[src/rtl/dac_fmt_pkg.sv]
// Shared types and constants for the DAC output formatter.
// Holds the ramp FSM states, output code format selectors and a midscale helper.
package dac_fmt_pkg;

    typedef enum logic [1:0] {
        MUTED     = 2'd0,
        RAMP_UP   = 2'd1,
        ACTIVE    = 2'd2,
        RAMP_DOWN = 2'd3
    } ramp_state_t;

    localparam logic FMT_OFFSET_BIN = 1'b0;
    localparam logic FMT_TWOS       = 1'b1;

    // Offset-binary code for a zero sample of the given width.
    function automatic logic [31:0] midscale_code(input int width);
        return 32'd1 << (width - 1);
    endfunction

endpackage

[src/rtl/dac_gain_ramp.sv]
// Shared mute/unmute gain ramp: steps the gain by one every clock toward the
// level requested by mute, and reverses mid-ramp without jumping.
//
//   state     | meaning
//   ----------+-------------------------------------------
//   MUTED     | gain held at 0
//   RAMP_UP   | gain increments each clock toward G_MAX
//   ACTIVE    | gain held at G_MAX (unity)
//   RAMP_DOWN | gain decrements each clock toward 0
module dac_gain_ramp
    import dac_fmt_pkg::*;
#(
    parameter int RAMP_LOG2 = 4
) (
    input  logic               clk,
    input  logic               rst,
    input  logic               mute,
    output logic [RAMP_LOG2:0] gain,
    output logic               muted,
    output logic               ramp_busy
);

    localparam logic [RAMP_LOG2:0] G_MAX = {1'b1, {RAMP_LOG2{1'b0}}};

    ramp_state_t        state_q, state_d;
    logic [RAMP_LOG2:0] gain_q, gain_d;
    logic [RAMP_LOG2:0] gain_up, gain_dn;

    assign gain_up = gain_q + 1'b1;
    assign gain_dn = gain_q - 1'b1;

    always_ff @(posedge clk) begin
        if (rst) begin
            state_q <= MUTED;
            gain_q  <= '0;
        end else begin
            state_q <= state_d;
            gain_q  <= gain_d;
        end
    end

    // The step always lands first; reaching an endpoint beats a reversal request.
    always_comb begin
        state_d = state_q;
        gain_d  = gain_q;
        case (state_q)
            MUTED: begin
                gain_d = '0;
                if (!mute) state_d = RAMP_UP;
            end
            RAMP_UP: begin
                gain_d = gain_up;
                if (gain_up == G_MAX) state_d = ACTIVE;
                else if (mute)        state_d = RAMP_DOWN;
            end
            ACTIVE: begin
                gain_d = G_MAX;
                if (mute) state_d = RAMP_DOWN;
            end
            RAMP_DOWN: begin
                gain_d = gain_dn;
                if (gain_dn == '0) state_d = MUTED;
                else if (!mute)    state_d = RAMP_UP;
            end
            default: begin
                state_d = MUTED;
                gain_d  = '0;
            end
        endcase
    end

    assign gain      = gain_q;
    assign muted     = (state_q == MUTED);
    assign ramp_busy = (state_q == RAMP_UP) || (state_q == RAMP_DOWN);

endmodule

[src/rtl/dac_output_formatter.sv]
// Multi-channel DAC output stage: quantise+saturate, shared gain ramp, code format.
// Define DAC_FMT_ROUND_EN to round half-up before the quantising shift (default: floor).
module dac_output_formatter
    import dac_fmt_pkg::*;
#(
    parameter int IN_W      = 16,
    parameter int DAC_W     = 14,
    parameter int NCH       = 2,
    parameter int RAMP_LOG2 = 4
) (
    input  logic                 clk,
    input  logic                 rst,
    input  logic                 in_valid,
    input  logic [NCH*IN_W-1:0]  in_data,
    input  logic                 fmt_sel,
    input  logic                 mute,
    output logic                 out_valid,
    output logic [NCH*DAC_W-1:0] out_data,
    output logic [NCH-1:0]       sat_flag,
    output logic                 ramp_busy,
    output logic                 muted
);

    localparam int SHIFT = IN_W - DAC_W;
    localparam int PW    = DAC_W + RAMP_LOG2 + 2;
    localparam logic [DAC_W-1:0]     MID   = DAC_W'(midscale_code(DAC_W));
    localparam logic signed [IN_W:0] Q_MAX = (IN_W+1)'((1 << (DAC_W-1)) - 1);
    localparam logic signed [IN_W:0] Q_MIN = ~Q_MAX;
`ifdef DAC_FMT_ROUND_EN
    localparam logic signed [IN_W:0] RND   = (IN_W+1)'(1 << (SHIFT-1));
`endif

    logic [RAMP_LOG2:0] gain;
    logic               v1, v2;

    dac_gain_ramp #(.RAMP_LOG2(RAMP_LOG2)) u_ramp (
        .clk       (clk),
        .rst       (rst),
        .mute      (mute),
        .gain      (gain),
        .muted     (muted),
        .ramp_busy (ramp_busy)
    );

    always_ff @(posedge clk) begin
        if (rst) begin
            v1        <= 1'b0;
            v2        <= 1'b0;
            out_valid <= 1'b0;
        end else begin
            v1        <= in_valid;
            v2        <= v1;
            out_valid <= v2;
        end
    end

    for (genvar k = 0; k < NCH; k++) begin : g_ch
        logic signed [IN_W:0]    ext, shifted;
        logic signed [DAC_W-1:0] q_c, y_c, s1_q, s2_y;
        logic                    sat_c, s1_sat, s2_sat, sat_q;
        logic [DAC_W-1:0]        code_q;

        // One spare bit keeps the rounding add from wrapping at +full-scale.
        assign ext = {in_data[k*IN_W+IN_W-1], in_data[k*IN_W +: IN_W]};
`ifdef DAC_FMT_ROUND_EN
        assign shifted = (ext + RND) >>> SHIFT;
`else
        assign shifted = ext >>> SHIFT;
`endif

        always_comb begin
            q_c   = shifted[DAC_W-1:0];
            sat_c = 1'b0;
            if (shifted > Q_MAX) begin
                q_c   = Q_MAX[DAC_W-1:0];
                sat_c = 1'b1;
            end else if (shifted < Q_MIN) begin
                q_c   = Q_MIN[DAC_W-1:0];
                sat_c = 1'b1;
            end
        end

        // Floor of x*g/G_MAX; cannot overflow DAC_W because g never exceeds G_MAX.
        assign y_c = DAC_W'((PW'(s1_q) * PW'($signed({1'b0, gain}))) >>> RAMP_LOG2);

        always_ff @(posedge clk) begin
            if (rst) begin
                s1_q   <= '0;
                s1_sat <= 1'b0;
                s2_y   <= '0;
                s2_sat <= 1'b0;
                code_q <= MID;
                sat_q  <= 1'b0;
            end else begin
                if (in_valid) begin
                    s1_q   <= q_c;
                    s1_sat <= sat_c;
                end
                if (v1) begin
                    s2_y   <= y_c;
                    s2_sat <= s1_sat;
                end
                if (v2) begin
                    code_q <= (fmt_sel == FMT_TWOS) ? s2_y
                                                    : {~s2_y[DAC_W-1], s2_y[DAC_W-2:0]};
                    sat_q  <= s2_sat;
                end
            end
        end

        assign out_data[k*DAC_W +: DAC_W] = code_q;
        assign sat_flag[k]                = sat_q;
    end

endmodule
[config.mk]
export PLATFORM = sky130hd
export DESIGN_NAME = dac_output_formatter
export DESIGN_NICKNAME = d
export VERILOG_FILES = /design/src/rtl/dac_fmt_pkg.sv /design/src/rtl/dac_gain_ramp.sv /design/src/rtl/dac_output_formatter.sv
export SDC_FILE = /design/constraint.sdc
export NUM_CORES = 1
export LEC_CHECK = 0
export BUFFER_PORTS_ARGS = -buffer_cell sky130_fd_sc_hd__buf_2
export CORE_ASPECT_RATIO = 1.2
export CORE_MARGIN = 10
export CORE_UTILIZATION = 44
export CTS_CLUSTER_SIZE = 25
export DETAILED_ROUTE_END_ITERATION = 12
export GPL_ROUTABILITY_DRIVEN = 0
export SLEW_MARGIN = 5
export SYNTH_ARGS = -nofsm -noshare
export SYNTH_HDL_FRONTEND = slang
export SYNTH_SLANG_ARGS = --single-unit
[constraint.sdc]
create_clock -name clk -period 4.1 [get_ports clk]
set_clock_uncertainty 0.05 [all_clocks]
set_input_delay 0 -clock clk [delete_from_list [all_inputs] [get_ports clk]]
set_output_delay 0 -clock clk [all_outputs]
set_load 0.05 [all_outputs]
==> flow_summary.json <==
{
  "outcome": "finished clean",
  "grt_util_met1_pct": 20.8,
  "crit_buf_inv": 5,
  "synth_warnings": 0,
  "syn_inst": 932,
  "rows": 55,
  "globalRouteMet3Util_pct": 2.56,
  "holdCritStartpoint": "fmt_sel",
  "num_io_pins": 70,
  "cp_data_required_time_ns": 4.32,
  "final_cell_mix": "inv_1 (134), and2_1 (115), nor2_1 (103)",
  "layout_commonest_cell": "inv_1",
  "root_buffer": "clkbuf_16",
  "antenna_found_initial": 0,
  "peakVddDrop_v": 0.000183,
  "min_period_ns": 4.00,
  "criticalPathCategory": "flip-flop to flip-flop",
  "synth_top_area_share_pct": 23.9,
  "r2r_slack_ns": 0.10,
  "drt_pass1_iterations": 4,
  "place_ws_ns": -0.0430,
  "areaGrowthSynthToFinish_pct": 26.0,
  "final_cells": 1349,
  "grt_pass1_wl_um": 31600,
  "rr_worst_depth": 16,
  "io_buffers": 65,
  "hold_depth": 4,
  "slew_headroom_pct": 32.6,
  "synth_seq_area_share_pct": 23.9,
  "wl_um": 18800,
  "whs_ns": 0.0279,
  "maxCapViolations": 0,
  "avgSynthCellArea_um2": 8.97,
  "ant_nets": 0,
  "power.density_nw_per_um2": 220,
  "hold_viol": 0,
  "setup_slack_ns": 0.103,
  "drv_slew": 0,
  "grt.total_usage_pct": 14.9,
  "max_freq_mhz": 250,
  "cts_buffer_depth": 2,
  "fill_cells": 1709,
  "grt-ovfl-total": 0,
  "period_share_pct": 97.5,
  "setup_tns_ns": 0,
  "r2r-end": "g_ch[1].s2_y[12]",
  "tightestPinTransition_ns": 1.01,
  "viasPerCell": 4.71,
  "final_core_util_pct": 56.1,
  "synth_fp_nets": 1110,
  "critPathSlowestCell": "fa_1",
  "postPlaceCellArea_um2": 9560,
  "hp-class": "input pin to flip-flop",
  "antennaDiodeCount": 0,
  "first_global_vias": 6458,
  "drc": 0,
  "final_layout_size_suffix_gt1_share_pct": 22.8,
  "start_util_pct": 44.5,
  "postSynth.asyncResetShare_pct": 0,
  "cts_sinks": 100,
  "min_to": "g_ch[1].code_q[13]",
  "wl_per_cell_um": 13.9,
  "synth_top_area_cell": "dfxtp_1",
  "fp.dieH_um": 171,
  "clock_latency_ns": 0.36,
  "max_stage_delay_ns": 0.55,
  "rsz0062_at_grt": "yes",
  "cp_max_fo": 10,
  "hpwl_um": 14600,
  "path_cells": "buf_12, buf_4, and2_4, fa_1, fa_1, inv_1, fa_1, inv_1, ha_4, buf_4, and3_4, a31oi_1, nand2_1, a41oi_2, or4_1, o211ai_1",
  "worstSetupEndpointType": "flip-flop",
  "p_comb_share_pct": 17.2,
  "cts_tree": "yes",
  "synth_ff_type": "dfxtp_1",
  "switching_share_pct": 27.9,
  "yosys_register_bits": 100,
  "die_w_um": 146,
  "cts_buffers": 9,
  "pwr-share-clk_pct": 37.4,
  "synth_edf_count": 0,
  "share_seq_of_total_power_pct": 45.4,
  "r2r_start": "u_ramp.gain[1]",
  "grt_max_degree": 67,
  "cp_top_family": "adder cells",
  "h-tree-depth": 3,
  "globalRoute.busiestLayer": "met2",
  "drt_iter0_drc": 201,
  "placed_cells": 1297,
  "internal-power_mw": 1.67,
  "syn-cell-area_um2": 8360,
  "met2_usage_pct": 23.6,
  "crit_arrival_ns": 4.22,
  "core_area_um2": 18800,
  "vias": 6359,
  "leakagePower_nw": 5.02,
  "ys_top_cells_by_area": "dfxtp_1 (24%), fa_1 (19%), ha_1 (9.1%), and2_1 (9.1%), mux2i_1 (8.3%)",
  "setup_viol": 0,
  "ys_types": 56,
  "nNetsFinal": 1266,
  "cts.clk_slew.worst_paths_ns": 0.07,
  "cp-start-kind": "flip-flop",
  "dieArea_um2": 24900,
  "power_mw": 2.32,
  "power_switching_mw": 0.647,
  "finish.instance_area_um2": 10500,
  "critical_path.most_common_cell": "fa_1"
}
[worst max path at each step]
stage,start,cells past startpoint,to
2_1_floorplan,u_ramp.gain[2],16,g_ch[0].s2_y[12]
3_3_place_gp,u_ramp.gain[2],15,g_ch[0].s2_y[13]
3_5_place_dp,u_ramp.gain[2],15,g_ch[0].s2_y[13]
4_1_cts,u_ramp.gain[2],15,g_ch[0].s2_y[13]
5_1_grt,u_ramp.gain[2],15,g_ch[1].s2_y[13]
6_report,u_ramp.gain[1],16,g_ch[1].s2_y[12]
[power groups by stage]
stage,sequential (mW),combinational (mW),clock (mW)
6_report,1.05,0.398,0.867
5_1_grt,1.06,0.444,0.927
4_1_cts,1.05,0.385,0.891
3_5_place_dp,1.07,0.361,0
3_3_place_gp,1.07,0.357,0
2_1_floorplan,1.05,0.246,0
[final cells by class]
class / instances / area [um^2] / area share [%]
repair buffers: 189 / 1400 / 13.3
multi-input cells: 650 / 6000 / 56.9
clock inverters: 5 / 61.3 / 0.582
well taps: 256 / 320 / 3.04
clock buffers: 11 / 233 / 2.21
flip-flops and latches: 100 / 2010 / 19.1
inverters: 138 / 518 / 4.92
[repair_timing]
item	CTS	global route
pin swaps	5	38
endpoints found under the setup margin	5	13
resized for setup	7	63
cloned	0	0
hold endpoints to repair	30	0
hold buffers	29	0
setup buffers	0	7
[flip-flops by register name, summed over array words and instances, names as in the netlist]
name / count
g_ch.s1_q: 28
v1: 1
g_ch.code_q: 28
g_ch.s2_y: 28
g_ch.s2_sat: 2
u_ramp.gain: 5
out_valid: 1
v2: 1
u_ramp.state_q: 2
g_ch.sat_q: 2
g_ch.s1_sat: 2
[synth_stat cells, types with 15 or more instances]
master    number
inv_1        138
and2_1       121
nor2_1       104
dfxtp_1      100
fa_1          80
mux2i_1       69
ha_1          61
nand2_1       44
clkbuf_1      35
xnor2_1       24
a21oi_1       21
xor2_1        15
[per-layer routing]
layer / up-vias / part of all wire [%]
met3: 8 / 2.9
met1: 3015 / 51
met4: 0 / 0.93
li1: 3262 / -
met2: 74 / 45
met5: - / 0
[worst min-delay path: stages]
cell and delay, ns:
buf_2 0.11, xor2_1 0.06, a21oi_1 0.12, or2_2 0.11
[cell families after synthesis]
group                    Yosys count  synth area share (%)
multiplexers                      70                  8.39
adder cells (fa/ha/maj)          141                  28.3
XOR/XNOR                          39                  4.09
flip-flops                       100                  23.9
buffers and inverters            182                  8.38
AO/OA/AOI/OAI                     86                  7.62
AND/OR/NAND/NOR                  314                  19.3
(Power assumes the default switching activity.)
